File: src/rtl/morse_tx_pkg.sv
// Shared definitions for the Morse link: unit multiples, FSM state encoding
// and the code-table entry layout used by both the transmitter and the decoder.
package morse_tx_pkg;

  localparam int DOT_U  = 1;
  localparam int DASH_U = 3;
  localparam int EGAP_U = 1;
  localparam int CGAP_U = 3;
  localparam int WGAP_U = 7;

  typedef enum logic [1:0] {
    ST_IDLE,
    ST_MARK,
    ST_ELEM_GAP,
    ST_CHAR_GAP
  } state_e;

  // pat is right-aligned: the first element sent is pat[len-1], 1 = dash.
  // len == 0 on a valid entry marks the word space.
  typedef struct packed {
    logic       valid;
    logic [2:0] len;
    logic [4:0] pat;
  } code_t;

  function automatic code_t mk_code(input logic [2:0] len, input logic [4:0] pat);
    code_t c;
    c.valid = 1'b1;
    c.len   = len;
    c.pat   = pat;
    return c;
  endfunction

endpackage

File: src/rtl/morse_tx_code_rom.sv
// Combinational ASCII -> Morse code lookup; lower case folds onto upper case.
module morse_tx_code_rom
  import morse_tx_pkg::*;
(
  input  logic [7:0] char_i,
  output code_t      code_o
);

  logic [7:0] ch_up;

  assign ch_up = (char_i >= 8'h61 && char_i <= 8'h7a) ? char_i - 8'h20 : char_i;

  always_comb begin
    code_o = '0;
    case (ch_up)
      8'h20: code_o = mk_code(3'd0, 5'b00000);
      "A":   code_o = mk_code(3'd2, 5'b00001);
      "B":   code_o = mk_code(3'd4, 5'b01000);
      "C":   code_o = mk_code(3'd4, 5'b01010);
      "D":   code_o = mk_code(3'd3, 5'b00100);
      "E":   code_o = mk_code(3'd1, 5'b00000);
      "F":   code_o = mk_code(3'd4, 5'b00010);
      "G":   code_o = mk_code(3'd3, 5'b00110);
      "H":   code_o = mk_code(3'd4, 5'b00000);
      "I":   code_o = mk_code(3'd2, 5'b00000);
      "J":   code_o = mk_code(3'd4, 5'b00111);
      "K":   code_o = mk_code(3'd3, 5'b00101);
      "L":   code_o = mk_code(3'd4, 5'b00100);
      "M":   code_o = mk_code(3'd2, 5'b00011);
      "N":   code_o = mk_code(3'd2, 5'b00010);
      "O":   code_o = mk_code(3'd3, 5'b00111);
      "P":   code_o = mk_code(3'd4, 5'b00110);
      "Q":   code_o = mk_code(3'd4, 5'b01101);
      "R":   code_o = mk_code(3'd3, 5'b00010);
      "S":   code_o = mk_code(3'd3, 5'b00000);
      "T":   code_o = mk_code(3'd1, 5'b00001);
      "U":   code_o = mk_code(3'd3, 5'b00001);
      "V":   code_o = mk_code(3'd4, 5'b00001);
      "W":   code_o = mk_code(3'd3, 5'b00011);
      "X":   code_o = mk_code(3'd4, 5'b01001);
      "Y":   code_o = mk_code(3'd4, 5'b01011);
      "Z":   code_o = mk_code(3'd4, 5'b01100);
      "0":   code_o = mk_code(3'd5, 5'b11111);
      "1":   code_o = mk_code(3'd5, 5'b01111);
      "2":   code_o = mk_code(3'd5, 5'b00111);
      "3":   code_o = mk_code(3'd5, 5'b00011);
      "4":   code_o = mk_code(3'd5, 5'b00001);
      "5":   code_o = mk_code(3'd5, 5'b00000);
      "6":   code_o = mk_code(3'd5, 5'b10000);
      "7":   code_o = mk_code(3'd5, 5'b11000);
      "8":   code_o = mk_code(3'd5, 5'b11100);
      "9":   code_o = mk_code(3'd5, 5'b11110);
      default: code_o = '0;
    endcase
  end

endmodule

File: src/rtl/morse_tx.sv
// Morse transmitter: one character per start/ready handshake onto a keyed line.
//   state       | meaning
//   ST_IDLE     | ready=1, waiting for start
//   ST_MARK     | key down for a dot or dash
//   ST_ELEM_GAP | 1U space between elements
//   ST_CHAR_GAP | 3U trailing space (7U for a word space)
module morse_tx
  import morse_tx_pkg::*;
#(
  parameter int UNIT_CYCLES = 4
) (
  input  logic       clk,
  input  logic       reset,
  input  logic [7:0] char_in,
  input  logic       start,
  output logic       ready,
  output logic       out,
  output logic       done,
  output logic       err
);

  localparam int CW = $clog2(7 * UNIT_CYCLES + 1);
  localparam logic [CW-1:0] DOT_CNT  = CW'(DOT_U * UNIT_CYCLES);
  localparam logic [CW-1:0] DASH_CNT = CW'(DASH_U * UNIT_CYCLES);
  localparam logic [CW-1:0] EGAP_CNT = CW'(EGAP_U * UNIT_CYCLES);
  localparam logic [CW-1:0] CGAP_CNT = CW'(CGAP_U * UNIT_CYCLES);
  localparam logic [CW-1:0] WGAP_CNT = CW'(WGAP_U * UNIT_CYCLES);
  localparam logic [CW-1:0] CNT_LAST = CW'(1);

  code_t          rom_code;
  state_e         state_q;
  logic [CW-1:0]  cnt_q;
  logic [2:0]     idx_q;
  logic [4:0]     pat_q;
  logic           out_q, ready_q, done_q, err_q;
  logic [CW-1:0]  first_cnt_d, next_cnt_d;

  morse_tx_code_rom u_rom (
    .char_i (char_in),
    .code_o (rom_code)
  );

  // Mark lengths for the first element of a new character and for the
  // element that follows the current intra-character gap.
  always_comb begin
    first_cnt_d = rom_code.pat[rom_code.len - 3'd1] ? DASH_CNT : DOT_CNT;
    next_cnt_d  = pat_q[idx_q] ? DASH_CNT : DOT_CNT;
  end

  always_ff @(posedge clk) begin
    if (!reset) begin
      state_q <= ST_IDLE;
      cnt_q   <= '0;
      idx_q   <= '0;
      pat_q   <= '0;
      out_q   <= 1'b0;
      ready_q <= 1'b1;
      done_q  <= 1'b0;
      err_q   <= 1'b0;
    end else begin
      done_q <= 1'b0;
      err_q  <= 1'b0;
      unique case (state_q)
        ST_IDLE: begin
          if (start) begin
            if (!rom_code.valid) begin
              err_q <= 1'b1;
            end else if (rom_code.len == 3'd0) begin
              state_q <= ST_CHAR_GAP;
              cnt_q   <= WGAP_CNT;
              ready_q <= 1'b0;
            end else begin
              state_q <= ST_MARK;
              cnt_q   <= first_cnt_d;
              idx_q   <= rom_code.len - 3'd1;
              pat_q   <= rom_code.pat;
              out_q   <= 1'b1;
              ready_q <= 1'b0;
            end
          end
        end
        ST_MARK: begin
          if (cnt_q == CNT_LAST) begin
            out_q <= 1'b0;
            if (idx_q == 3'd0) begin
              state_q <= ST_CHAR_GAP;
              cnt_q   <= CGAP_CNT;
            end else begin
              state_q <= ST_ELEM_GAP;
              cnt_q   <= EGAP_CNT;
              idx_q   <= idx_q - 3'd1;
            end
          end else begin
            cnt_q <= cnt_q - CNT_LAST;
          end
        end
        ST_ELEM_GAP: begin
          if (cnt_q == CNT_LAST) begin
            state_q <= ST_MARK;
            cnt_q   <= next_cnt_d;
            out_q   <= 1'b1;
          end else begin
            cnt_q <= cnt_q - CNT_LAST;
          end
        end
        ST_CHAR_GAP: begin
          if (cnt_q == CNT_LAST) begin
            state_q <= ST_IDLE;
            cnt_q   <= '0;
            ready_q <= 1'b1;
            done_q  <= 1'b1;
          end else begin
            cnt_q <= cnt_q - CNT_LAST;
          end
        end
        default: state_q <= ST_IDLE;
      endcase
    end
  end

  assign ready = ready_q;
  assign out   = out_q;
  assign done  = done_q;
  assign err   = err_q;

endmodule

File: config.mk
export PLATFORM = sky130hd
export DESIGN_NAME = morse_tx
export DESIGN_NICKNAME = d
export VERILOG_FILES = /design/src/rtl/morse_tx_pkg.sv /design/src/rtl/morse_tx_code_rom.sv /design/src/rtl/morse_tx.sv
export SDC_FILE = /design/constraint.sdc
export NUM_CORES = 1
export LEC_CHECK = 0
export CAP_MARGIN = 25
export CORE_UTILIZATION = 55
export CTS_CLUSTER_DIAMETER = 60
export DETAILED_ROUTE_END_ITERATION = 7
export HOLD_SLACK_MARGIN = 0.15
export PLACE_DENSITY = 0.83
export SLEW_MARGIN = 20
export SYNTH_ARGS = -nofsm -noshare
export SYNTH_HDL_FRONTEND = slang
export SYNTH_HIERARCHICAL = 1
export SYNTH_SLANG_ARGS = --single-unit
File: constraint.sdc
create_clock -name clk -period 7.9 [get_ports clk]
set_clock_uncertainty 0.05 [all_clocks]
set_input_delay 1.185 -clock clk [delete_from_list [all_inputs] [get_ports clk]]
set_output_delay 1.185 -clock clk [all_outputs]
set_load 0.01 [all_outputs]
[After elaboration in Yosys (flattened, before gate mapping)]
Memories as Yosys holds them, arrays and structs flattened.
Index checks and enable logic that the tools add are counted.
Operators by class
  reductions and logical operators: 15
  $lt $le $gt $ge: 4
  bitwise gates (word level): 1
  add/sub/neg operators: 4
  mux-type cells: 41
  eq/ne operators: 11
Operator list (number)
  $mux 5: 6
  $pmux 5 s4: 1
  $mux 3: 5
  $ne 2x2->1 const B: 7
  $mux 1: 12
  $mux 2: 6
  $mux 4: 3
  $reduce_and 6->1: 2
  $mux 9: 1
  $ge 8x7->1 const B: 1
  $le 8x7->1 const B: 1
  $lt 3x4->1 const B: 2
  $mux 8: 1
  $pmux 2 s4: 1
  $reduce_and 4->1: 2
  $sub 8x6->8 const B: 1
  $bmux 1 s3: 2
  $logic_not 3->1: 2
  $pmux 3 s2: 1
  $sub 3x1->3 const B: 2
  $eq 5x1->1 const B: 1
  $reduce_and 5->1: 1
  $sub 5x1->5 const B: 1
  $eq 2x2->1 const B: 2
  10 further kinds: 12
Storage, ports and cells
  memories kept: 1
  word-level logic and storage cells: 85
  output and inout port bits: 4
  flip-flop bits (word level): 19
  bits in read-only memories: 1152
  bits of input ports: 11
Memory list
  (no name shown): words 128, bits a word 9, rd ports 1, clocked after Yosys merged registers in 0, write ports 0, RTL line morse_tx_code_rom.sv:15  | case (ch_up)

[Logic depth before layout (Yosys ltp)]
Gate-level depths: netlist of the first run.
An unclocked memory read counts as a cell.
  depth after elaboration: 13
  depth in mapped cells: 17
  mapped depth without buffers: 14

[By module]
The synthesis of the first run kept the hierarchy.
Modules (own cells, without submodules)
  morse_tx: cells an instance 142, area an instance 1222.4 µm², instances 1, seq. area each 380.4 µm²
  morse_tx_code_rom: cells an instance 101, area an instance 669.4 µm², instances 1, seq. area each 0.0 µm²

[Worst setup path after synthesis of the first run]
No wires, ideal clock.
  kind: input -> register
  start: input port char_in[1]
  end: register out_q (netlist: out)
  library setup time: 0.070 ns
  data arrival time: 4.203 ns
  stages on the path: 17
  data required time: 7.780 ns
  slack: 3.577 ns
  path buffers: 3
  cells stage by stage: clkbuf_1 inv_1 ha_1 or4b_4 nor2_4 nor2_1 a41o_1 buf_6 a21oi_1 inv_1 ha_1 nor2b_1 clkbuf_1 nor2_1 a21oi_1 a211o_1 a21boi_1
RTL lines
  start, declared: RTL line morse_tx.sv:14  | input logic [7:0] char_in,
  end signal, assigned: RTL line morse_tx.sv:56  | out_q <= 1'b0;
  end signal, assigned: RTL line morse_tx.sv:77  | out_q <= 1'b1;
  end signal, assigned: RTL line morse_tx.sv:84  | out_q <= 1'b0;
  end, declared: RTL line morse_tx.sv:35  | logic out_q, ready_q, done_q, err_q;

==> reports/results.txt, run 1 <==
Result of the run - complete, no violations
I/O Buffers - 14
Final Hold Violating Endpoints - 0
Number of I/O pins - 15
Post-synth top flop - sky130_fd_sc_hd__dfxtp_1
Distinct cells, synth - 58
Clock Pin Slew Worst Setup and Hold Paths - 0.13 ns
Gr usage total - 24.37%
Critical path data arrival time - 5.07 ns
Largest family of logic cells by synthesized area - compound AO/OA/AOI/OAI gates
Number of fill cells - 305
Initial Utilization - 60.00%
Synthesized-area fraction occupied by and/or/nand/nor cells - 25.60%
Post-CTS setup-driven buffer insertion count - 0
Pre-CTS WS - 2.710 ns
Cell count after synthesis - 243
Max Fclk - 205.3 MHz
Wire length of the first global-routing pass - 6.810 mm
Placer congestion estimate - 0.8684
Number of nets in the synthesized netlist - 272
Leakage power - 0.7790 nW
Maximum net fanout on the critical path - 16
Number of buffers on the longest clock path - 2
Synth Area in Adders - 11.90%
Largest net degree at the start of global routing - 24
Hold buffer count at CTS - 0
Number of violations reported at the end of detailed-routing iteration 0 - 124
PnR Total Power - 0.4801 mW
Internal power of the cells - 0.2534 mW
Final setup fails - 0
Number of antenna violations at the first check in global routing - 0
Most used cells in the layout excluding fill and tap cells - sky130_fd_sc_hd__o21ai_0, sky130_fd_sc_hd__nor2_1, sky130_fd_sc_hd__nand2_1, sky130_fd_sc_hd__dfxtp_1
Post-route DRC - 0
Final non-filler cell total - 293
Worst Setup End Kind - flip-flop
Hold Path Stages - 2
Fin Hold WS - 0.4469 ns
Worst hold endpoint - out$_SDFFE_PN0P_
Post-detailed-route wirelength per cell - 13.86 um
Count of cells along the worst register-to-register path - 6
NetSw - 0.2267 mW
Post_cts resized - 0
Number of sinks on the clock net - 19
Number of enable flip-flop cells after synthesis - 0
Die Ht - 60.65 um
N_diodes - 0
Number of iterations in the first detailed-routing pass - 4
Xor-xnor portion of the synthesized cell area - 1.852%
Post-DP HPWL - 3.165 mm
Clock latency reported for the late side of the worst-skew pair - 0.31 ns
Nets@finish - 279
Worst-case headroom to the max-slew limit - 51.31%
Cell types with the largest area share after synthesis - sky130_fd_sc_hd__dfxtp_1, sky130_fd_sc_hd__ha_1, sky130_fd_sc_hd__o21ai_0
Vias in the first global route - 1530
Residual overflow from global routing - 0
Multiplexer area fraction after synthesis - 5.159%
Setup repair after global routing missed its margin - no
Sequential fraction of design power - 31.3%
Wire length after detailed routing - 4.061 mm
Comb pwr share - 57.9%
Final sum of negative setup slack - 0 ns
Sw Share - 47.21%
CTS H-tree lvls - 1
Synthesized area divided by synthesized cell count - 7.785 um2
WP data required - 8.10 ns
Share of the core filled with cells - 65.36%
Number of register bits inferred by synthesis - 19
Compound-Gate Fraction of Synth Area - 28.77%
Chip Width - 60.65 um
Min-Delay Path Class - reg2reg
Clock power frac - 10.9%
Number of buffers added by the clock tree synthesis step - 3
Placeable core area - 3153 um2
P per Cell Area - 233.0 nW/um2
TritonCTS clock tree - built
Endpoint of the most critical register-to-register path - idx_q[0]$_SDFFE_PN0P_
Synth warnings - 6
Share of synthesized flip-flops with an asynchronous set or reset - 0%
Finished layout cell area - 2061 um2
Seq/Total Area, Yosys - 20.11%
Cell area after technology mapping - 1892 um2
Share of the cycle needed by the critical path after routing - 61.65%
Placed insts - 289
Max-cap violation count - 0
Crit path kind - in2reg
Type of element launching the critical path - primary input
Highest ir drop seen on vdd - 0.1203 mV
Number of nets still failing antenna checks after routing - 0
Via density per instance - 5.956
Overall via count from detail_route - 1745
Layout cell share with drive strength beyond 1 - 7.229%
Flop-to-flop setup slack - 5.90 ns
Launch point of the worst reg-to-reg path - state_q[1]$_SDFFE_PN0P_
Clock root buffer - sky130_fd_sc_hd__clkbuf_4
Placed inst area - 2033 um2
Final number of max-transition violations - 0
Cell type with the highest aggregate area in the netlist - sky130_fd_sc_hd__dfxtp_1
Placement row count - 20
Total Die Area - 3678 um2
Area fraction of the dominant cell type after synthesis - 20.11%
Final period demand of the worst path - 4.870 ns
Worst hold path startpoint - out$_SDFFE_PN0P_
Layout overhead on the synthesized area - 8.929%
Actual slew at the worst max-slew pin - 0.7281 ns
Fin worst setup slack - 3.030 ns
cell families after synthesis:
| family | count (synthesis) |
|---|---|
| compound gates | 80 |
| xor+xnor | 4 |
| fa+ha+maj | 18 |
| buf+inv | 31 |
| flops | 19 |
| mux | 8 |
| simple gates | 83 |
power groups by stage:
stage | clock, mW | combinational (mW) | sequential (mW)
after CTS | 0.0516 | 0.275 | 0.150
after floorplan | 0 | 0.214 | 0.146
final | 0.0522 | 0.278 | 0.150
after global placement | 0 | 0.273 | 0.151
after detailed placement | 0 | 0.273 | 0.152
after global routing | 0.0570 | 0.310 | 0.153
worst max path at each step:
stage / cells after the start / start / slack (ns) / endpoint
floorplan: 17 / char_in[1] / 3.58 / out$_SDFFE_PN0P_
detailed placement: 15 / char_in[1] / 2.71 / out$_SDFFE_PN0P_
global placement: 15 / char_in[1] / 2.76 / out$_SDFFE_PN0P_
CTS: 15 / char_in[1] / 3.01 / out$_SDFFE_PN0P_
global route: 15 / char_in[1] / 2.74 / out$_SDFFE_PN0P_
finish: 15 / char_in[1] / 3.03 / out$_SDFFE_PN0P_
critical path, stage by stage:
cell,delay [ns]
sky130_fd_sc_hd__clkdlybuf4s50_1,0.65
sky130_fd_sc_hd__inv_1,0.20
sky130_fd_sc_hd__ha_1,0.25
sky130_fd_sc_hd__or4b_4,0.50
sky130_fd_sc_hd__nor2_4,0.12
sky130_fd_sc_hd__nor2_1,0.05
sky130_fd_sc_hd__a41o_1,0.36
sky130_fd_sc_hd__a21oi_1,0.39
sky130_fd_sc_hd__inv_1,0.12
sky130_fd_sc_hd__ha_1,0.20
sky130_fd_sc_hd__nor2b_1,0.21
sky130_fd_sc_hd__nor2_1,0.33
sky130_fd_sc_hd__a21oi_1,0.10
sky130_fd_sc_hd__a211o_1,0.28
sky130_fd_sc_hd__a21boi_1,0.12
flip-flops by register name, summed over array words and instances, names as in the netlist:
| name | flops |
|---|---|
| state_q | 2 |
| idx_q | 3 |
| err | 1 |
| out | 1 |
| ready | 1 |
| pat_q | 5 |
| cnt_q | 5 |
| done | 1 |
metal layers:
layer,track usage (%),up-vias,part of all wire (%),routed length (um)
li1,-,894,-,-
met1,32.99,781,48,1935
met2,41.13,63,47,1915
met3,2.985,7,3.9,160
met4,6.169,0,1.3,51
met5,0,-,0,0
synthesized netlist by cell type, drive strengths merged (2+ instances only):
cell and count:
o21ai 23, nor2 21, a21oi 19, dfxtp 19, inv 19, nand2 19
ha 18, clkbuf 9, a21boi 7, nand2b 7, nor2b 7, mux2i 6
nand3 6, nor3 5, nand3b 4, a211o 3, a211oi 3, a31oi 3
buf 3, nor4 3, o211ai 3, o22ai 3, xnor2 3, a22o 2
o221ai 2, o311ai 2, or2 2, or3 2, or4b 2
area by class of cell:
type | instances | area [um2] | area share [%]
clock inverter | 1 | 5.005 | 0.2429
inverter | 19 | 71.32 | 3.461
sequential | 19 | 380.4 | 18.46
timing repair buffer | 14 | 140.1 | 6.800
tap | 44 | 55.05 | 2.672
multi-input combinational | 193 | 1386 | 67.27
clock buffer | 3 | 22.52 | 1.093
Note: power is estimated with default switching activity, not from simulation.
==> run 2, diff against run 1 <==
--- a/config.mk
+++ b/config.mk
@@ -6,11 +6,11 @@
 export NUM_CORES = 1
 export LEC_CHECK = 0
 export CAP_MARGIN = 25
-export CORE_UTILIZATION = 55
+export CORE_UTILIZATION = 53
 export CTS_CLUSTER_DIAMETER = 60
 export DETAILED_ROUTE_END_ITERATION = 7
 export HOLD_SLACK_MARGIN = 0.15
-export PLACE_DENSITY = 0.83
+export PLACE_DENSITY = 0.84
 export SLEW_MARGIN = 20
 export SYNTH_ARGS = -nofsm -noshare
 export SYNTH_HDL_FRONTEND = slang
==> constraint.sdc (replaced) <==
create_clock -name clk -period 3.95 [get_ports clk]
set_clock_uncertainty 0.05 [all_clocks]
set_input_delay 0.5925 -clock clk [delete_from_list [all_inputs] [get_ports clk]]
set_output_delay 0.5925 -clock clk [all_outputs]
set_load 0.01 [all_outputs]
==> run 2 against run 1 <==
Sequential power is 99% higher. Non-clock buffer count is 14 higher. Via count is 3.8% higher. Largest cell class unchanged. Highest routed layer unchanged.
==> reports/results.txt, run 2 (synthesis gave the netlist of run 1 again) <==
Highest ir drop seen on vdd - 0.2040 mV (+70%)
Worst hold path startpoint - out$_SDFFE_PN0P_
Post-DP HPWL - 3.214 mm (+1.5%)
Largest net degree at the start of global routing - 23 (-4.2%)
Post-detailed-route wirelength per cell - 13.42 um (-3.1%)
Wire length of the first global-routing pass - 6.589 mm (-3.2%)
Total Die Area - 3812 um2 (+3.6%)
Layout cell share with drive strength beyond 1 - 12.17% (+4.9 points)
Clock root buffer - sky130_fd_sc_hd__clkbuf_4
P per Cell Area - 446.1 nW/um2 (+91%)
Die Ht - 61.75 um (+1.8%)
Maximum net fanout on the critical path - 7 (-9)
Crit path kind - in2reg
TritonCTS clock tree - built
Fin Hold WS - 0.4381 ns (-0.008749 ns)
Setup repair after global routing missed its margin - no
Number of sinks on the clock net - 19 (unchanged)
Hold buffer count at CTS - 0 (unchanged)
Layout overhead on the synthesized area - 14.75%
Placement row count - 21 (+5.0%)
Share of the cycle needed by the critical path after routing - 91.67%
Placer congestion estimate - 0.8755 (+0.82%)
Number of violations reported at the end of detailed-routing iteration 0 - 119 (-4.0%)
Wire length after detailed routing - 4.148 mm (+2.1%)
Min-Delay Path Class - reg2reg
Clock Pin Slew Worst Setup and Hold Paths - 0.11 ns (-0.02 ns)
Number of buffers added by the clock tree synthesis step - 3 (unchanged)
I/O Buffers - 14 (unchanged)
Critical path origin - char_in[0]
Residual overflow from global routing - 0 (unchanged)
Max Fclk - 276.2 MHz
Largest registers ranked by flip-flop count - cnt_q (5), pat_q (5), idx_q (3)
Vias in the first global route - 1552 (+1.4%)
Number of I/O pins - 15 (unchanged)
Result of the run - complete, no violations
CTS H-tree lvls - 1 (unchanged)
Chip Width - 61.75 um (+1.8%)
Clock latency reported for the late side of the worst-skew pair - 0.30 ns (about the same)
N_diodes - 0 (unchanged)
Worst-case headroom to the max-slew limit - 57.93% (+6.6 points)
Number of antenna violations at the first check in global routing - 0 (unchanged)
Worst Setup End Kind - flip-flop
Number of iterations in the first detailed-routing pass - 4 (unchanged)
PnR Total Power - 0.9684 mW (+100%)
Launch point of the worst reg-to-reg path - state_q[1]$_SDFFE_PN0P_
Nets@finish - 293 (+5.0%)
Gr usage total - 22.99% (-1.4 points)
Post-CTS setup-driven buffer insertion count - 0 (unchanged)
Type of element launching the critical path - primary input
Leakage power - 0.8445 nW (+8.4%)
Number of fill cells - 270 (-11%)
Placeable core area - 3390 um2 (+7.5%)
Max-cap violation count - 0 (unchanged)
Overall via count from detail_route - 1811 (+3.8%)
Final setup fails - 0 (unchanged)
Most used cells in the layout excluding fill and tap cells - sky130_fd_sc_hd__o21ai_0, sky130_fd_sc_hd__nor2_1, sky130_fd_sc_hd__nand2_1, sky130_fd_sc_hd__dfxtp_1
Number of buffers on the longest clock path - 2 (unchanged)
Post-route DRC - 0 (unchanged)
WP data required - 4.10 ns (-4.00 ns)
Via density per instance - 5.861 (-1.6%)
Critical path data arrival time - 3.77 ns (-1.30 ns)
Final number of max-transition violations - 0 (unchanged)
Final period demand of the worst path - 3.621 ns
Number of nets still failing antenna checks after routing - 0 (unchanged)
Actual slew at the worst max-slew pin - 0.6291 ns (-0.09895 ns)
Final Hold Violating Endpoints - 0 (unchanged)
Initial Utilization - 55.81% (-4.2 points)
==> run 2: cell count changes in the layout (fill, tap and decap cells not counted), sizes merged <==
cell	before	now
buf	0	14
clkinv	1	0
clkbuf	3	4
==> run 2: power breakdown <==
| group | switching (mW) | internal, mW | leakage (nW) |
|---|---|---|---|
| combinational | 0.320 | 0.249 | 0.675 |
| sequential | 0.0598 | 0.238 | 0.155 |
| clock | 0.0612 | 0.0394 | 0.0150 |
| total | 0.441 | 0.527 | 0.845 |
==> run 2: path summary, 6_finish.rpt <==
check	endpoint	slack, ns	cells past startpoint
worst max register to register	idx_q[0]$_SDFFE_PN0P_	1.96	6
worst min register to register	out$_SDFFE_PN0P_	0.44	2
worst min-delay path	out$_SDFFE_PN0P_	0.44	2
worst max-delay path	cnt_q[3]$_SDFFE_PN0P_	0.33	15
==> run 2: area by class of cell <==
cell class,instances,area [um2],area share (%)
Inverter,19,71.32,3.285
Multi-Input combinational cell,193,1390,64.03
Timing Repair Buffer,28,245.2,11.30
Tap cell,46,57.56,2.651
Sequential cell,19,380.4,17.52
Clock buffer,4,26.28,1.210
==> run 2: routing by layer <==
layer	GRT usage (%)	vias up	part of all wire (%)
met3	1.656	9	4.0
met5	0	-	0
met2	41.94	61	50
met4	9.841	0	2.3
li1	-	918	-
met1	27.69	823	44
==> run 2: what timing repair did <==
item,CTS,global route
setup endpoints to repair,0,1
endpoints found under the hold margin,0,0
gates resized for setup,0,1
==> run 2: worst max-delay path, stage by stage <==
cell and delay (ns):
sky130_fd_sc_hd__clkdlybuf4s50_1 0.42, sky130_fd_sc_hd__inv_1 0.11, sky130_fd_sc_hd__ha_1 0.18, sky130_fd_sc_hd__or4b_4 0.49, sky130_fd_sc_hd__nor2_4 0.12, sky130_fd_sc_hd__nor2_1 0.06
sky130_fd_sc_hd__a41o_1 0.32, sky130_fd_sc_hd__and3b_1 0.24, sky130_fd_sc_hd__inv_1 0.06, sky130_fd_sc_hd__ha_1 0.31, sky130_fd_sc_hd__mux4_1 0.29, sky130_fd_sc_hd__nand2_1 0.07
sky130_fd_sc_hd__o21ai_0 0.07, sky130_fd_sc_hd__o311ai_0 0.35, sky130_fd_sc_hd__o21ai_1 0.10
==> run 2: stage by stage <==
| stage | instance area, um2 | worst slack (ns) | std cells | setup TNS [ns] | utilization, % |
|---|---|---|---|---|---|
| floorplan | 1892 | 0.2194 | 243 | 0 | - |
| global route | 2171 | 0.04553 | 309 | 0 | 64.05 |
| CTS | 2167 | 0.3124 | 309 | 0 | 63.93 |
| global placement | 2141 | 0.1193 | 305 | 0 | 63.16 |
| finish | 2171 | 0.3290 | 309 | 0 | 64.05 |
| detailed placement | 2141 | -0.003354 | 305 | -0.003354 | 63.16 |
